`config.mk`:
```
export PLATFORM = sky130hd
export DESIGN_NAME = amp_i2c_master
export DESIGN_NICKNAME = d
export VERILOG_FILES = /design/src/rtl/amp_i2c_master.sv
export SDC_FILE = /design/constraint.sdc
export NUM_CORES = 1
export LEC_CHECK = 0
export ABC_AREA = 1
export CORE_MARGIN = 8
export CORE_UTILIZATION = 52
export DETAILED_ROUTE_END_ITERATION = 10
export PLACE_DENSITY = 0.79
export REMOVE_ABC_BUFFERS = 1
export SLEW_MARGIN = 20
export SYNTH_ARGS = -nofsm -noshare
export SYNTH_HDL_FRONTEND = slang
export SYNTH_SLANG_ARGS = --single-unit
```
`constraint.sdc`:
```
create_clock -name clk -period 2.2 [get_ports clk]
set_input_delay 0.55 -clock clk [delete_from_list [all_inputs] [get_ports clk]]
set_output_delay 0.55 -clock clk [all_outputs]
set_load 0.05 [all_outputs]
```
`src/rtl/amp_i2c_master.sv`:
```
// I2C initiator for the amplifier configuration bus: single-register writes, plus
// register reads via repeated START when AMP_I2C_READ_EN is defined.
module amp_i2c_master #(
  parameter int DIV = 16  // clk cycles per SCL quarter-phase, must be >= 2
) (
  input  logic       clk,
  input  logic       reset,
  input  logic       start,
  input  logic       rw,
  input  logic [6:0] dev_addr,
  input  logic [7:0] reg_addr,
  input  logic [7:0] wr_data,
  output logic       busy,
  output logic       done,
  output logic       ack_err,
  output logic [7:0] rd_data,
  output logic       scl_o,
  output logic       sda_o,
  input  logic       sda_i
);
  localparam int DW = $clog2(DIV);
  localparam logic [DW-1:0] DIV_LAST = DW'(DIV - 1);

  localparam logic [3:0] S_IDLE   = 4'd0;
  localparam logic [3:0] S_START  = 4'd1;
  localparam logic [3:0] S_ADDR_W = 4'd2;
  localparam logic [3:0] S_ACK1   = 4'd3;
  localparam logic [3:0] S_REG    = 4'd4;
  localparam logic [3:0] S_ACK2   = 4'd5;
  localparam logic [3:0] S_DATA   = 4'd6;
  localparam logic [3:0] S_ACK3   = 4'd7;
  localparam logic [3:0] S_STOP   = 4'd8;
  localparam logic [3:0] S_DONE   = 4'd9;
`ifdef AMP_I2C_READ_EN
  localparam logic [3:0] S_RSTART = 4'd10;
  localparam logic [3:0] S_ADDR_R = 4'd11;
  localparam logic [3:0] S_READ   = 4'd12;
  localparam logic [3:0] S_MNACK  = 4'd13;
`endif

  logic [3:0]    state, nxt;
  logic [DW-1:0] div_cnt;
  logic [1:0]    q;
  logic [2:0]    bit_cnt;
  logic [6:0]    dev_l;
  logic [7:0]    reg_l, dat_l, tx_byte;
  logic          sda_s, byte_st, ack_st, tx_bit;
  logic          q_end, smp, slot_end;

`ifdef AMP_I2C_READ_EN
  logic       rw_l;
  logic [7:0] rx_sh;
`endif

  assign q_end    = (div_cnt == DIV_LAST);
  assign smp      = q_end && (q == 2'd2);
  assign slot_end = q_end && (q == 2'd3);
  assign tx_bit   = tx_byte[3'd7 - bit_cnt];

  // Next state is only taken at slot_end; byte_st/ack_st qualify counters and NACK.
  always_comb begin
    nxt     = state;
    byte_st = 1'b0;
    ack_st  = 1'b0;
    tx_byte = 8'hFF;
    case (state)
      S_START:  nxt = S_ADDR_W;
      S_ADDR_W: begin
        byte_st = 1'b1;
        tx_byte = {dev_l, 1'b0};
        if (bit_cnt == 3'd7) nxt = S_ACK1;
      end
      S_ACK1: begin
        ack_st = 1'b1;
        nxt    = sda_s ? S_STOP : S_REG;
      end
      S_REG: begin
        byte_st = 1'b1;
        tx_byte = reg_l;
        if (bit_cnt == 3'd7) nxt = S_ACK2;
      end
      S_ACK2: begin
        ack_st = 1'b1;
`ifdef AMP_I2C_READ_EN
        nxt    = sda_s ? S_STOP : (rw_l ? S_RSTART : S_DATA);
`else
        nxt    = sda_s ? S_STOP : S_DATA;
`endif
      end
      S_DATA: begin
        byte_st = 1'b1;
        tx_byte = dat_l;
        if (bit_cnt == 3'd7) nxt = S_ACK3;
      end
      S_ACK3: begin
        ack_st = 1'b1;
`ifdef AMP_I2C_READ_EN
        nxt    = (!sda_s && rw_l) ? S_READ : S_STOP;
`else
        nxt    = S_STOP;
`endif
      end
`ifdef AMP_I2C_READ_EN
      S_RSTART: nxt = S_ADDR_R;
      S_ADDR_R: begin
        byte_st = 1'b1;
        tx_byte = {dev_l, 1'b1};
        if (bit_cnt == 3'd7) nxt = S_ACK3;
      end
      S_READ: begin
        byte_st = 1'b1;
        if (bit_cnt == 3'd7) nxt = S_MNACK;
      end
      S_MNACK:  nxt = S_STOP;
`endif
      S_STOP:   nxt = S_DONE;
      default:  nxt = state;
    endcase
  end

  // Bus levels per quarter; data slots hold SCL low for q0/q1 and high for q2/q3.
  always_comb begin
    scl_o = 1'b1;
    sda_o = 1'b1;
    case (state)
      S_START: begin
        scl_o = (q != 2'd3);
        sda_o = ~q[1];
      end
      S_STOP: begin
        scl_o = (q != 2'd0);
        sda_o = q[1];
      end
      S_ADDR_W, S_REG, S_DATA: begin
        scl_o = q[1];
        sda_o = tx_bit;
      end
      S_ACK1, S_ACK2, S_ACK3: scl_o = q[1];
`ifdef AMP_I2C_READ_EN
      S_RSTART: begin
        scl_o = (q == 2'd1) || (q == 2'd2);
        sda_o = ~q[1];
      end
      S_ADDR_R: begin
        scl_o = q[1];
        sda_o = tx_bit;
      end
      S_READ, S_MNACK: scl_o = q[1];
`endif
      default: begin
        scl_o = 1'b1;
        sda_o = 1'b1;
      end
    endcase
  end

  always_ff @(posedge clk) begin
    if (reset) begin
      state   <= S_IDLE;
      div_cnt <= '0;
      q       <= '0;
      bit_cnt <= '0;
      busy    <= 1'b0;
      done    <= 1'b0;
      ack_err <= 1'b0;
      sda_s   <= 1'b1;
      dev_l   <= '0;
      reg_l   <= '0;
      dat_l   <= '0;
    end else begin
      done <= 1'b0;
      case (state)
        S_IDLE: if (start) begin
          dev_l   <= dev_addr;
          reg_l   <= reg_addr;
          dat_l   <= wr_data;
          busy    <= 1'b1;
          ack_err <= 1'b0;
          div_cnt <= '0;
          q       <= '0;
          bit_cnt <= '0;
          state   <= S_START;
        end
        S_DONE: begin
          done  <= 1'b1;
          busy  <= 1'b0;
          state <= S_IDLE;
        end
        default: begin
          div_cnt <= q_end ? '0 : div_cnt + 1'b1;
          if (q_end) q <= q + 2'd1;
          if (smp) sda_s <= sda_i;
          if (slot_end) begin
            state <= nxt;
            // 3-bit counter wraps 7->0 as the byte hands over to its ACK slot
            if (byte_st) bit_cnt <= bit_cnt + 3'd1;
            if (ack_st && sda_s) ack_err <= 1'b1;
          end
        end
      endcase
    end
  end

`ifdef AMP_I2C_READ_EN
  always_ff @(posedge clk) begin
    if (reset) begin
      rw_l    <= 1'b0;
      rx_sh   <= '0;
      rd_data <= '0;
    end else begin
      if (state == S_IDLE && start) rw_l <= rw;
      if (state == S_READ && smp) rx_sh <= {rx_sh[6:0], sda_i};
      if (state == S_DONE && rw_l && !ack_err) rd_data <= rx_sh;
    end
  end
`else
  logic unused_rw;
  assign unused_rw = rw;
  assign rd_data   = 8'h00;
`endif

endmodule

```
==> reports/qor.csv <==
metric,value,unit
hold_ws,0.4666,ns
most common library cell in the layout ignoring fill and taps,nand2_1,
Util after Layout,66.52,%
# rows,24,
Yosys top cell by area,dfxtp_1,
CTS tree,yes,
layout filler cell count,392,
largest net degree at the start of global routing,28,
final setup fails,2,
via count,2212,
layout cells sized above 1,16.76,%
GPL Wtd Cong,0.9270,
RSZ-0062 raised after global routing,yes,
first-pass GRT wire length,9177,um
Lkg Pwr,1.177,nW
synthesized instance count,330,
final hold vios,0,
most frequent cells in the layout,"nand2_1, nand3_1, a21oi_1",
Startpoint Class,flop,
# Max-Cap Violations,0,
status,finished with violations,
Crit. End Element,output pin,
Crit Path Class,flop to output pin,
HPWL after DPL,4076,um
Mapped Avg Cell Area,6.821,sq um
"Worst Setup Slack, final",-0.04990,ns
crit-path max FO,14,
layout overhead on the synthesized area,26.01,%
CTS Root Cell,clkbuf_8,
fin cells,422,
Top Ports,41,
CTS Sinks,40,
Final period util,102.3,%
Max Clock Skew,0.004528,ns
H-tree levels,2,
Layout Nets,403,
Worst-Margin Slew,0.5029,ns
final WL,5301,um
Worst EP arrival,1.70,ns
initial antenna violation count,0,
Skew-Pair Late Insertion Delay,0.29,ns
sequential share of the synthesized area,35.58,%
Achievable Freq,444.5,MHz
number of global-route vias before repair,2074,
routed vias/inst,5.242,
Final Total Pwr,0.004400,W
VDD IR max,882.6,uV
IO Port Bufs,31,
drt wl/cell,12.56,um
Clock Tree Buf Depth,2,
mapped cell area,0.002251,sq mm
synth warn,0,
clock transition at the registers of the reported paths,0.08,ns
worst path required time,1.65,ns
Die X,81.79,um
pins over their slew limit,0,
initial core utilization,52.79,%
drt drc,0,
CTS buffer count,5,
hold_buf cts,0,
core area,0.004264,sq mm
top post-synthesis cells by area,"dfxtp_1, nand2_1, nand3_1",
worst hold path class,flop to flop,
GRT Util Overall,16.99,%
first drt pass iteration count,5,
pwr dens,1551,mW/mm^2
1st-iter DRT viols,156,
die height,81.79,um
violated checks,setup timing,
"FF+latch count, synth",40,
count of different cell masters after synthesis,28,
min Tclk post-route,2.250,ns
placed instance count,411,
die area,0.006690,sq mm
Slew HR,66.37,%
Overflow after GRT,0,
DRT antenna net count,0,
top-area cell type share of the netlist area,35.58,%
Ant. Diodes,0,
[state kept, by name (all words and copies together), names as in the netlist]
signal,flops
sda_s,1
busy,1
q,2
dat_l,8
bit_cnt,3
state,4
ack_err,1
reg_l,8
div_cnt,4
dev_l,7
done,1
[cell families (layout without fill, tap and decap cells)]
logic type | after synthesis | count (layout) | synth area share [%]
DFF | 40 | 40 | 35.58
and+or+nand+nor | 180 | 180 | 36.80
buffers and inverters | 53 | 86 | 11.62
AOI/OAI and AO/OA | 50 | 50 | 12.51
other | 1 | 8 | 0.1666
adders and majority gates | 6 | 6 | 3.335
[final cells by class]
class / instances / area (sq um) / share of cell area [%]
Clock buffer: 6 / 82.58 / 2.911
Clock inverter: 2 / 10.01 / 0.3529
Inverter: 31 / 121.4 / 4.279
Multi-Input combinational cell: 244 / 1274 / 44.91
Sequential cell: 40 / 813.3 / 28.67
Tap cell: 52 / 65.06 / 2.294
Timing Repair Buffer: 47 / 470.5 / 16.59
[stage by stage]
stage / instance area (sq um) / setup slack [ns] / setup TNS, ns
detailed placement: 2625 / 0.004320 / 0
global placement: 2625 / 0.02977 / 0
global route: 2836 / -0.1577 / -0.2563
CTS: 2811 / -0.05140 / -0.05140
finish: 2836 / -0.04990 / -0.05127
floorplan: 2132 / 0.1053 / 0
[power breakdown]
group	leakage [nW]	switching, W	total [W]	internal [W]
Clock	0.0510	0.000258	0.000509	0.000251
Combinational	0.796	0.00174	0.00277	0.00102
Sequential	0.329	0.000195	0.00112	0.000930
[worst paths after layout]
| path | cells past startpoint | slack [ns] | from | end |
|---|---|---|---|---|
| worst max-delay path | 12 | -0.05 | state[0] | sda_o |
| worst min-delay path | 2 | 0.47 | dev_l[2] | dev_l[2] |
| worst max register to register | 9 | 0.45 | state[3] | div_cnt[3] |
| worst min register to register | 2 | 0.47 | dev_l[2] | dev_l[2] |
[metal layers]
layer | share of wire [%] | up-vias | GRT usage [%]
met3 | 4.5 | 6 | 3.282
met5 | 0 | - | 0
met2 | 48 | 55 | 27.70
met1 | 46 | 1004 | 22.21
li1 | - | 1147 | -
met4 | 0.79 | 0 | 4.912
[critical path, cell delays in order (launching register included)]
cell and delay, ns:
dfxtp_4 0.38, buf_6 0.12, nor2_4 0.09, buf_12 0.14, nand3_1 0.07, nand2_1 0.06, inv_1 0.04, nand2_1 0.05
nand3_1 0.07, nand3_1 0.10, nand2_1 0.06, nand2_2 0.09, buf_12 0.14
[timing repair]
action                                  in CTS  in global routing
resized for setup                           21                  4
endpoints found under the setup margin       2                  2
setup buffers                                2                  1
pin swaps                                    2                  0
[synthesized netlist by cell type (all sizes together)]
cell,instances
dfxtp,40
clkbuf,5
a21oi,37
nand2,86
nand4,4
conb,1
nor3,3
inv,31
o22ai,1
nor2,26
ha,6
or3,1
nor3b,1
a311oi,1
o21ai,11
nand3,59
buf,17
Power figures use the tool's default switching activity.
